File: src/rtl/mips_pkg.sv
// Shared definitions for the PC/fetch sequencer: state encoding, datapath
// widths and the saturating counter helper.
package mips_pkg;

  typedef enum logic [1:0] {
    ST_IDLE = 2'b00,
    ST_RUN  = 2'b01,
    ST_HALT = 2'b10
  } seq_state_e;

  localparam int PC_W      = 8;
  localparam int PC_STRIDE = 4;
  localparam int CNT_W     = 16;

  // Increment that sticks at all-ones instead of wrapping.
  function automatic logic [CNT_W-1:0] sat_inc(input logic [CNT_W-1:0] v);
    return (&v) ? v : v + CNT_W'(1);
  endfunction

endpackage

File: src/rtl/pc_target_calc.sv
// Next-PC selection: sequential address, branch and jump targets, priority
// mux and detection of a taken transfer back onto the current PC.
module pc_target_calc
  import mips_pkg::*;
(
  input  logic [PC_W-1:0] pc,
  input  logic [5:0]      imm_lo,
  input  logic [5:0]      jump_lo,
  input  logic            zero,
  input  logic            branch,
  input  logic            jump,
  output logic [PC_W-1:0] pc_plus4,
  output logic [PC_W-1:0] next_pc,
  output logic            redirect,
  output logic            self_loop
);

  logic [PC_W-1:0] jump_target;
  logic [PC_W-1:0] branch_target;

  // Targets are word-aligned; only the low immediate bits reach the 8-bit PC.
  assign pc_plus4      = pc + PC_W'(PC_STRIDE);
  assign jump_target   = {jump_lo, 2'b00};
  assign branch_target = pc_plus4 + {imm_lo, 2'b00};

  // Jump outranks a taken branch; an untaken branch falls through.
  always_comb begin
    next_pc  = pc_plus4;
    redirect = 1'b0;
    if (jump) begin
      next_pc  = jump_target;
      redirect = 1'b1;
    end else if (branch && zero) begin
      next_pc  = branch_target;
      redirect = 1'b1;
    end
    self_loop = redirect && (next_pc == pc);
  end

endmodule

File: src/rtl/pc_sequencer.sv
// Program counter and fetch sequencer for the MIPS core: IDLE/RUN/HALT
// control, PC register, saturating retired-instruction counter.
// Optional macro ADDR_TRAP_EN enables the out-of-range fetch trap.
module pc_sequencer
  import mips_pkg::*;
#(
  parameter int IMEM_BYTES = 128
) (
  input  logic              clk,
  input  logic              reset,
  input  logic              Go,
  input  logic              Stall,
  input  logic              Zero,
  input  logic              Branch,
  input  logic              Jump,
  input  logic [31:0]       SEImm,
  input  logic [25:0]       JumpValue,
  output logic [PC_W-1:0]   ReadAddr,
  output logic [PC_W-1:0]   PCPlus4,
  output logic              Running,
  output logic              Halted,
  output logic              Trap,
  output logic [CNT_W-1:0]  InstrCount
);

`ifdef ADDR_TRAP_EN
  localparam bit TRAP_EN = 1'b1;
`else
  localparam bit TRAP_EN = 1'b0;
`endif

  seq_state_e       state_q, state_d;
  logic [PC_W-1:0]  pc_q, pc_d;
  logic [CNT_W-1:0] cnt_q, cnt_d;
  logic             trap_q, trap_d;

  logic [PC_W-1:0]  next_pc;
  logic             redirect;
  logic             self_loop;
  logic             beyond_imem;
  logic             trap_hit;

  // Upper immediate/jump bits cannot affect an 8-bit PC.
  logic unused_ctl_bits;
  assign unused_ctl_bits = ^{SEImm[31:6], JumpValue[25:6], redirect};

  pc_target_calc u_target (
    .pc        (pc_q),
    .imm_lo    (SEImm[5:0]),
    .jump_lo   (JumpValue[5:0]),
    .zero      (Zero),
    .branch    (Branch),
    .jump      (Jump),
    .pc_plus4  (PCPlus4),
    .next_pc   (next_pc),
    .redirect  (redirect),
    .self_loop (self_loop)
  );

  assign beyond_imem = ({24'b0, next_pc} >= 32'(IMEM_BYTES));
  assign trap_hit    = TRAP_EN && beyond_imem;

  // Next-state, PC, counter and trap selection.
  always_comb begin
    state_d = state_q;
    pc_d    = pc_q;
    cnt_d   = cnt_q;
    trap_d  = trap_q;
    case (state_q)
      ST_IDLE: begin
        pc_d = '0;
        if (Go) state_d = ST_RUN;
      end
      ST_RUN: begin
        if (!Stall) begin
          // The instruction at the current PC retires even if it halts.
          cnt_d = sat_inc(cnt_q);
          if (trap_hit) begin
            state_d = ST_HALT;
            trap_d  = 1'b1;
          end else if (self_loop) begin
            state_d = ST_HALT;
          end else begin
            pc_d = next_pc;
          end
        end
      end
      ST_HALT: ;
      default: state_d = ST_IDLE;
    endcase
  end

  // State registers with synchronous reset.
  always_ff @(posedge clk) begin
    if (reset) begin
      state_q <= ST_IDLE;
      pc_q    <= '0;
      cnt_q   <= '0;
      trap_q  <= 1'b0;
    end else begin
      state_q <= state_d;
      pc_q    <= pc_d;
      cnt_q   <= cnt_d;
      trap_q  <= trap_d;
    end
  end

  assign ReadAddr   = pc_q;
  assign Running    = (state_q == ST_RUN);
  assign Halted     = (state_q == ST_HALT);
  assign Trap       = trap_q;
  assign InstrCount = cnt_q;

endmodule

File: config.mk
export PLATFORM = sky130hd
export DESIGN_NAME = pc_sequencer
export DESIGN_NICKNAME = d
export VERILOG_FILES = /design/src/rtl/mips_pkg.sv /design/src/rtl/pc_target_calc.sv /design/src/rtl/pc_sequencer.sv
export SDC_FILE = /design/constraint.sdc
export NUM_CORES = 1
export LEC_CHECK = 0
export BUFFER_PORTS_ARGS = -buffer_cell sky130_fd_sc_hd__buf_2
export CAP_MARGIN = 30
export CELL_PAD_IN_SITES_DETAIL_PLACEMENT = 1
export CELL_PAD_IN_SITES_GLOBAL_PLACEMENT = 2
export CORE_MARGIN = 5
export CORE_UTILIZATION = 23
export DETAILED_ROUTE_END_ITERATION = 8
export GPL_TIMING_DRIVEN = 0
export PLACE_DENSITY_LB_ADDON = 0.1
export SYNTH_ARGS = -nofsm -noshare
export SYNTH_HDL_FRONTEND = slang
export SYNTH_SLANG_ARGS = --single-unit
File: constraint.sdc
create_clock -name clk -period 3.5 [get_ports clk]
set_input_delay 0.175 -clock clk [delete_from_list [all_inputs] [get_ports clk]]
set_output_delay 0.175 -clock clk [all_outputs]
set_load 0.03 [all_outputs]
==> impl_metrics.py, run 1 <==
metrics = {
    "die": {
        "die_area_sq_mm": 0.009394,
        "row_count": 31,
        "ios": 100,
        "initial_core_util_pct": 23.83,
        "die_w_um": 96.93,
        "core_area_sq_mm": 0.007292,
        "die_y_um": 96.93,
    },
    "setup_path": {
        "required_ns": 3.70,
        "setup.worst_path.start": "ReadAddr[2]$_SDFFE_PP0P_",
        "path_max_fanout": 7,
        "reg2reg_slack_ns": 0.30,
        "crit_chain": "inv_1, ha_1, fa_1, and4b_1, a311oi_2, xnor2_1, a41o_1, nor4_2, o211ai_2, o31ai_4, o2bb2ai_1",
        "critPathKind": "flip-flop to flip-flop",
        "r2r_cells": 11,
        "arrival_ns": 3.41,
        "critical_path.top_delay_family": "compound AO/OA/AOI/OAI gates",
        "cp_slowest_cell": "dfxtp_1",
        "r2r_end": "ReadAddr[6]$_SDFFE_PP0P_",
        "path_buf_inv": 1,
        "reg2reg_from": "ReadAddr[2]$_SDFFE_PP0P_",
        "critPathLaunchType": "flip-flop",
        "cp-end-kind": "flip-flop",
        "slowest_delay_ns": 0.47,
    },
    "pwr": {
        "p_leak_nw": 0.9602,
        "power.density_mw_per_mm2": 287.2,
        "ir_worst_vdd_mv": 0.09615,
    },
    "grt": {
        "grt_first_pass_wirelength_um": 8721,
        "grt_max_degree": 15,
        "grt_usage_pct": 10.93,
        "antenna_found_initial": 0,
        "grt_pass1_vias": 1730,
        "grt_overflow": 0,
    },
    "clocking": {
        "post_cts_buffers": 0,
        "clk_transition_reported_paths_ns": 0.10,
        "cts_inserted_buffers": 3,
        "h-tree-depth": 1,
        "cts_max_path_buffers": 2,
        "cts_root_buffer": "clkbuf_8",
        "cts_tree": "built",
        "cts_sinks": 26,
        "clock_latency_ns": 0.27,
    },
    "flow_run": {
        "max_cap_viol_count": 0,
    },
    "sta": {
        "tightest_slew_ns": 0.5381,
        "min_period_ns": 3.203,
        "slew_violations": 0,
        "setup_tns_ns": 0,
        "slew_headroom_pct": 63.96,
        "worst_slack_ns": 0.2974,
        "fmax_mhz": 312.2,
        "rsz0062_at_grt": "no",
        "period_share_pct": 91.50,
        "hold_viol": 0,
        "setup_viol": 0,
        "fin_skew_ns": 0.008881,
    },
    "final_layout": {
        "final_cells": 359,
        "final_nets": 334,
        "fin_area_sq_mm": 0.002186,
        "mostFrequentLayoutCells": "buf_2 (54), nor2_1 (29), dfxtp_1 (26), xor2_1 (16), nand2_1 (15)",
        "drive_above_1_share_pct": 27.69,
        "layout.area.seq_sq_um": 520.5,
        "multi_input_area_sq_mm": 0.001160,
        "diodes": 0,
        "final_common_cell": "buf_2",
        "fillerInstances": 920,
        "syn_to_final_growth_pct": 25.77,
    },
    "placed_design": {
        "placed_cell_area_sq_mm": 0.002122,
        "place_congestion": 0.7092,
        "port-buffer-count": 52,
        "dp.cells": 355,
        "dpl_worst_slack_ns": 0.1581,
        "place_hpwl_um": 4171,
    },
    "synth": {
        "synth-main-ff-cell": "dfxtp_1",
        "synth.top_cell.area_share_pct": 29.95,
        "synth-edff-count": 0,
        "yosys.area.top_type": "dfxtp_1",
        "yosys_warnings": 0,
        "synth_cell_types": 52,
        "ys_async_sr_fraction_pct": 0,
        "syn_nets": 277,
        "syn_area_sq_mm": 0.001738,
        "synth_area_leaders": "dfxtp_1 (30%), xor2_1 (8.1%), nor2_1 (6.3%)",
        "synth_cells": 204,
        "ys_seq_area_share_pct": 29.95,
        "syn_avg_cell_area_sq_um": 8.519,
        "synth-seq-cells": 26,
    },
    "worst_hold_path": {
        "hold_class": "input port to flip-flop",
        "min_path_cells": 3,
        "whs_endpoint": "state_q[0]$_SDFFE_PP0P_",
        "hold_start": "Stall",
    },
    "routing": {
        "routed.top_layer": "met4",
        "drc_errors": 0,
        "vias_per_cell": 4.607,
        "dr.pass1.iters": 4,
        "ant_nets": 0,
        "wl_met2_um": 2487,
        "vias": 1654,
        "routedWlPerCell_um": 14.29,
        "wirelength_um": 5131,
        "first_iter_violations": 23,
        "met3_wirelength_um": 182,
        "met1_length_um": 2423,
    },
    "run_status": {
        "outcome": "finished clean",
    },
}
[through the flow]
stage / utilization (%) / total power [mW] / hold slack [ns]
floorplan: - / 0.3952 / 0.3399
global placement: 29.10 / 0.4369 / 0.4881
detailed placement: 29.10 / 0.4374 / 0.4917
CTS: 29.86 / 0.6444 / 0.1766
global route: 29.98 / 0.6671 / 0.2101
finish: 29.98 / 0.6277 / 0.1844
[sequential cells by signal, indices dropped and copies added (netlist names)]
name        flops
ReadAddr        8
InstrCount     16
state_q         2
[repair_timing]
action	4_1_cts	5_1_grt
hold buffers	0	0
resized for setup	0	2
endpoints found under the setup margin	0	6
[cell families after synthesis]
logic type / Yosys count / synth area share (%)
flops: 26 / 29.95
other cells: 1 / 0.2158
mux: 4 / 2.304
compound gates: 37 / 18.29
fa+ha+maj: 8 / 6.191
simple gates: 89 / 26.21
xor+xnor: 25 / 13.03
buf+inv: 14 / 3.815
[power breakdown]
group	switching, mW	leakage, nW	internal, mW
registers	0.00572	0.210	0.300
logic	0.0764	0.721	0.0470
clock network	0.0984	0.0288	0.101
[worst max-delay path by stage]
stage	endpoint	slack, ns	cells after the start
finish	ReadAddr[6]$_SDFFE_PP0P_	0.30	11
global route	ReadAddr[7]$_SDFFE_PP0P_	0.04	11
CTS	ReadAddr[6]$_SDFFE_PP0P_	0.12	11
detailed placement	ReadAddr[6]$_SDFFE_PP0P_	0.16	11
global placement	ReadAddr[4]$_SDFFE_PP0P_	0.13	11
floorplan	ReadAddr[3]$_SDFFE_PP0P_	0.09	11
[cell type report]
cell class	instances	share of cell area, %
multi-input cells	164	53.06
flip-flops and latches	26	23.81
repair buffers	52	11.91
well taps	99	5.667
clock buffers	4	2.519
plain buffers	10	2.347
inverters	4	0.6869
[layer usage]
layer / up-vias / GRT usage [%]
met2: 33 / 18.95
met5: - / 0
met4: 0 / 2.268
met1: 780 / 14.25
li1: 837 / -
met3: 4 / 1.727
[worst min-delay path, stage by stage]
cell and delay (ns):
buf_2 0.11, inv_1 0.06, a31oi_1 0.07
[synthesized netlist by cell type (2+ instances only)]
| library cell | number |
|---|---|
| nand3b_1 | 3 |
| dfxtp_1 | 26 |
| and4_1 | 3 |
| nor3_1 | 5 |
| xnor2_1 | 8 |
| a31oi_1 | 2 |
| o21a_1 | 4 |
| buf_2 | 2 |
| mux2i_1 | 4 |
| o2bb2ai_1 | 6 |
| ha_1 | 7 |
| a21oi_1 | 4 |
| nor2_1 | 29 |
| xor2_1 | 16 |
| o21ai_0 | 2 |
| inv_1 | 4 |
| clkbuf_1 | 5 |
| nand4_1 | 5 |
| buf_4 | 3 |
| o32ai_1 | 2 |
| nand2_1 | 15 |
| and2_1 | 4 |
| nor2b_1 | 5 |
| nand3_1 | 10 |
| nor3b_1 | 3 |
Power figures use the tool's default switching activity.
==> run 2, diff against run 1 <==
--- a/config.mk
+++ b/config.mk
@@ -9,10 +9,12 @@
 export CAP_MARGIN = 30
 export CELL_PAD_IN_SITES_DETAIL_PLACEMENT = 1
 export CELL_PAD_IN_SITES_GLOBAL_PLACEMENT = 2
+export CORE_ASPECT_RATIO = 0.75
 export CORE_MARGIN = 5
 export CORE_UTILIZATION = 23
 export DETAILED_ROUTE_END_ITERATION = 8
 export GPL_TIMING_DRIVEN = 0
+export MAX_ROUTING_LAYER = met4
 export PLACE_DENSITY_LB_ADDON = 0.1
 export SYNTH_ARGS = -nofsm -noshare
 export SYNTH_HDL_FRONTEND = slang
==> run 2 against run 1 <==
  * Register-to-register slack better by 0.02 ns
  * Critical path depth up 2
  * First-iteration DRC count grew 57%
  * Non-clock buffer count rose by 3
  * Critical endpoint is now ReadAddr[5]$_SDFFE_PP0P_
==> impl_metrics.py, run 2 (same netlist as run 1, synthesis figures left out) <==
metrics = {
    "clocking": {
        "clk_transition_reported_paths_ns": 0.10,
        "h-tree-depth": 1,
        "clock_latency_ns": 0.28,
        "cts_sinks": 26,
        "cts_root_buffer": "clkbuf_8",
        "cts_tree": "built",
        "cts_inserted_buffers": 3,
        "cts_max_path_buffers": 2,
    },
    "worst_hold_path": {
        "hold_class": "input port to flip-flop",
        "hold_start": "Stall",
    },
    "setup_path": {
        "reg2reg_from": "ReadAddr[3]$_SDFFE_PP0P_",
        "required_ns": 3.71,
        "cp-end-kind": "flip-flop",
        "setup.worst_path.start": "ReadAddr[3]$_SDFFE_PP0P_",
        "path_max_fanout": 5,
        "critPathLaunchType": "flip-flop",
        "arrival_ns": 3.39,
        "critPathKind": "flip-flop to flip-flop",
    },
    "run_status": {
        "outcome": "finished clean",
    },
    "sta": {
        "slew_headroom_pct": 62.32,
        "min_period_ns": 3.179,
        "setup_tns_ns": 0,
        "slew_violations": 0,
        "fmax_mhz": 314.6,
        "tightest_slew_ns": 0.5625,
        "setup_viol": 0,
        "period_share_pct": 90.83,
        "hold_viol": 0,
        "fin_skew_ns": 0.007258,
        "rsz0062_at_grt": "no",
    },
    "die": {
        "ios": 100,
        "die_y_um": 85.28,
        "row_count": 27,
        "die_w_um": 110.4,
        "core_area_sq_mm": 0.007365,
        "die_area_sq_mm": 0.009413,
        "initial_core_util_pct": 23.60,
    },
    "final_layout": {
        "drive_above_1_share_pct": 28.52,
        "mostFrequentLayoutCells": "buf_2 (54), nor2_1 (29), dfxtp_1 (25), xor2_1 (16), nand2_1 (15)",
        "largest_reg_flops": 16,
        "fillerInstances": 939,
        "final_nets": 337,
        "syn_to_final_growth_pct": 28.37,
        "final_common_cell": "buf_2",
        "diodes": 0,
        "utilization_pct": 30.29,
    },
    "pwr": {
        "power.density_mw_per_mm2": 308.3,
        "p_leak_nw": 0.9826,
        "total_power_uw": 687.9,
        "ir_worst_vdd_mv": 0.1413,
    },
    "routing": {
        "met1_length_um": 2940,
        "wirelength_um": 5179,
        "ant_nets": 0,
        "first_iter_violations": 36,
        "dr.pass1.iters": 4,
        "routed.top_layer": "met4",
        "routedWlPerCell_um": 14.23,
        "met3_wirelength_um": 264,
        "wl_met2_um": 1951,
        "drc_errors": 0,
        "vias_per_cell": 4.519,
        "vias": 1645,
    },
    "placed_design": {
        "port-buffer-count": 52,
        "place_congestion": 0.7209,
        "place_hpwl_um": 4193,
    },
    "grt": {
        "grt_usage_pct": 11.89,
        "antenna_found_initial": 0,
        "grt_pass1_vias": 1649,
        "grt_first_pass_wirelength_um": 8673,
        "grt_overflow": 0,
        "grt_max_degree": 16,
    },
    "flow_run": {
        "max_cap_viol_count": 0,
    },
}
-- run 2: metrics by stage --
stage | cells | setup WS (ns) | cell area, sq um | hold WS (ns)
after detailed placement | 357 | 0.1252 | 2125 | 0.4886
after CTS | 361 | 0.1015 | 2196 | 0.1874
after global routing | 364 | 0.08014 | 2231 | 0.2026
after floorplan | 204 | 0.09354 | 1738 | 0.3399
after global placement | 357 | 0.1142 | 2125 | 0.4883
final | 364 | 0.3210 | 2231 | 0.1895
-- run 2: final timing paths --
kind	depth (start not counted)	endpoint	slack, ns
worst max-delay path	13	ReadAddr[5]$_SDFFE_PP0P_	0.32
worst min-delay path	3	state_q[0]$_SDFFE_PP0P_	0.19
worst max register to register	13	ReadAddr[5]$_SDFFE_PP0P_	0.32
worst min register to register	2	InstrCount[14]$_SDFFE_PP0P_	0.54
-- run 2: cell type report --
type	instances	area, sq um	area share (%)
Buffer	10	51.30	2.299
Clock buffer	3	41.29	1.851
Clock inverter	1	30.03	1.346
Inverter	4	15.01	0.6730
Multi-Input combinational cell	164	1162	52.10
Sequential cell	26	521.8	23.39
Tap cell	101	126.4	5.665
Timing Repair Buffer	55	282.8	12.68
-- run 2: timing repair --
| action | CTS | global route |
|---|---|---|
| setup endpoints to repair | 0 | 6 |
| resized for setup | 0 | 3 |
| hold buffers | 0 | 0 |
| buffers inserted | 0 | 3 |
| endpoints found under the hold margin | 0 | 0 |
-- run 2: where the power goes --
| part | total [mW] | switching [mW] | internal (mW) |
|---|---|---|---|
| sequential | 0.306 | 0.00610 | 0.300 |
| clock | 0.254 | 0.101 | 0.153 |
| combinational | 0.128 | 0.0782 | 0.0495 |
| total | 0.688 | 0.186 | 0.502 |
-- run 2: worst max-delay path, cell delays in order (launching register included) --
cell and delay (ns):
dfxtp_1 0.44, ha_1 0.25, xor2_1 0.31, ha_1 0.26, a211oi_1 0.08, nor3b_1 0.34, mux2i_1 0.27, nor3_1 0.09
o31ai_2 0.35, xor2_2 0.11, buf_4 0.17, o31ai_4 0.18, buf_4 0.17, o2bb2ai_1 0.11
-- run 2: per-layer routing --
metal  global-route usage (%)  vias up
li1                         -      850
met1                    18.72      755
met2                    15.47       35
met3                    2.433        5
met4                    1.678        0
met5                        -        -
==> run 3, diff against run 2 <==
--- a/config.mk
+++ b/config.mk
@@ -10,7 +10,7 @@
 export CELL_PAD_IN_SITES_DETAIL_PLACEMENT = 1
 export CELL_PAD_IN_SITES_GLOBAL_PLACEMENT = 2
 export CORE_ASPECT_RATIO = 0.75
-export CORE_MARGIN = 5
+export CORE_MARGIN = 2
 export CORE_UTILIZATION = 23
 export DETAILED_ROUTE_END_ITERATION = 8
 export GPL_TIMING_DRIVEN = 0
==> run 3 against run 2 <==
  * Clock power decreased by 22%
  * Flip-flop and latch count stayed put
  * Sequential share of layout area rose by 0.21 points
  * Critical path type unchanged
  * Critical endpoint is now ReadAddr[1]$_SDFFE_PP0P_
  * Highest routed layer unchanged
==> impl_metrics.py, run 3 (same netlist as run 1, synthesis figures left out) <==
metrics = {
    "run_status": {
        "outcome": "finished clean",
    },
    "sta": {
        "hold_ws_ns": 0.2016,
        "rsz0062_at_grt": "no",
        "fin_skew_ns": 0.003717,
        "setup_viol": 0,
        "fmax_mhz": 316.2,
        "min_period_ns": 3.163,
        "period_share_pct": 90.37,
        "slew_headroom_pct": 66.15,
        "tightest_slew_ns": 0.5077,
        "slew_violations": 0,
        "hold_viol": 0,
        "setup_tns_ns": 0,
    },
    "setup_path": {
        "critPathKind": "flip-flop to flip-flop",
        "path_max_fanout": 7,
        "slowest_delay_ns": 0.46,
        "path_buf_inv": 1,
        "arrival_ns": 3.33,
        "required_ns": 3.67,
        "r2r_cells": 12,
        "cp-end-kind": "flip-flop",
        "crit_chain": "ha_1, xor2_1, ha_1, a211oi_1, nor3b_1, mux2i_1, o21a_1, o31ai_2, buf_4, xor2_2, nor2_1, o21a_1",
        "cp_slowest_cell": "dfxtp_1",
        "critPathLaunchType": "flip-flop",
        "crit_cells": 12,
        "critical_path.top_delay_family": "compound AO/OA/AOI/OAI gates",
        "reg2reg_slack_ns": 0.34,
    },
    "final_layout": {
        "syn_to_final_growth_pct": 26.93,
        "largest_reg_flops": 16,
        "final_cells": 364,
        "drive_above_1_share_pct": 28.14,
        "diodes": 0,
        "fillerInstances": 906,
        "final_nets": 337,
        "mostFrequentLayoutCells": "buf_2 (54), nor2_1 (29), dfxtp_1 (26), xor2_1 (16), nand2_1 (15)",
        "final_common_cell": "buf_2",
    },
    "routing": {
        "ant_nets": 0,
        "wl_met2_um": 1888,
        "met1_length_um": 2917,
        "vias": 1644,
        "first_iter_violations": 52,
        "met3_wirelength_um": 195,
        "routed.top_layer": "met4",
        "drc_errors": 0,
        "routedWlPerCell_um": 13.81,
        "dr.pass1.iters": 4,
        "vias_per_cell": 4.516,
        "wirelength_um": 5026,
    },
    "die": {
        "row_count": 27,
        "die_w_um": 104.4,
        "ios": 100,
        "core_area_sq_mm": 0.007331,
        "die_area_sq_mm": 0.008275,
        "die_y_um": 79.28,
        "initial_core_util_pct": 23.71,
    },
    "placed_design": {
        "place_congestion": 0.7262,
        "place_hpwl_um": 4065,
        "dp.cells": 357,
        "port-buffer-count": 52,
    },
    "clocking": {
        "clk_transition_reported_paths_ns": 0.09,
        "clock_latency_ns": 0.27,
        "cts_max_path_buffers": 2,
        "h-tree-depth": 1,
        "cts_root_buffer": "clkbuf_8",
        "cts_tree": "built",
        "cts_sinks": 26,
        "cts_inserted_buffers": 3,
    },
    "grt": {
        "grt_usage_pct": 13.16,
        "grt_first_pass_wirelength_um": 8590,
        "grt_max_degree": 15,
        "antenna_found_initial": 0,
        "grt_overflow": 0,
        "grt_pass1_vias": 1686,
    },
    "worst_hold_path": {
        "hold_class": "input port to flip-flop",
        "min_path_cells": 3,
    },
    "pwr": {
        "p_leak_nw": 0.9747,
        "ir_worst_vdd_mv": 0.1599,
        "power.density_mw_per_mm2": 285.7,
    },
    "flow_run": {
        "max_cap_viol_count": 0,
    },
}
-- run 3: final timing paths --
kind / to / startpoint
hold / removal: state_q[0]$_SDFFE_PP0P_ / Go
hold reg to reg: InstrCount[5]$_SDFFE_PP0P_ / InstrCount[5]$_SDFFE_PP0P_
setup reg to reg: ReadAddr[1]$_SDFFE_PP0P_ / ReadAddr[2]$_SDFFE_PP0P_
setup / recovery: ReadAddr[1]$_SDFFE_PP0P_ / ReadAddr[2]$_SDFFE_PP0P_
-- run 3: cell type report --
type,instances,area (sq um),area share [%]
plain buffers,10,51.30,2.326
clock buffers,4,55.05,2.496
flip-flops and latches,26,520.5,23.60
well taps,101,126.4,5.729
inverters,4,15.01,0.6807
multi-input cells,164,1155,52.35
repair buffers,55,282.8,12.82
-- run 3: stage by stage --
stage	utilization, %	setup WS, ns	power [mW]	area [sq um]
6_report	30.09	0.3372	0.6302	2206
5_1_grt	30.09	0.01934	0.6711	2206
4_1_cts	29.73	0.06346	0.6410	2180
3_5_place_dp	28.98	0.08053	0.4363	2125
3_3_place_gp	28.98	0.05611	0.4372	2125
2_1_floorplan	-	0.09354	0.3952	1738
-- run 3: per-layer routing --
layer  vias up  GRT usage, %
met2        37         18.50
li1        841             -
met3         2         2.463
met4         0         1.757
met5         -             -
met1       764         19.72
-- run 3: report_power, final --
part / internal [mW] / switching (mW) / leakage [nW]
sequential: 0.300 / 0.00578 / 0.210
combinational: 0.0488 / 0.0770 / 0.736
clock: 0.101 / 0.0984 / 0.0288
total: 0.449 / 0.181 / 0.975
-- run 3: worst register-to-register path, stage by stage, from the launching register on --
cell and delay [ns]:
dfxtp_1 0.46, ha_1 0.25, xor2_1 0.33, ha_1 0.27
a211oi_1 0.08, nor3b_1 0.30, mux2i_1 0.15, o21a_1 0.21
o31ai_2 0.21, buf_4 0.17, xor2_2 0.29, nor2_1 0.15
o21a_1 0.21
-- run 3: repair_timing --
item / CTS / global route
setup endpoints to repair: 0 / 8
gates resized for setup: 0 / 1
setup buffers: 0 / 3
hold buffers: 0 / 0
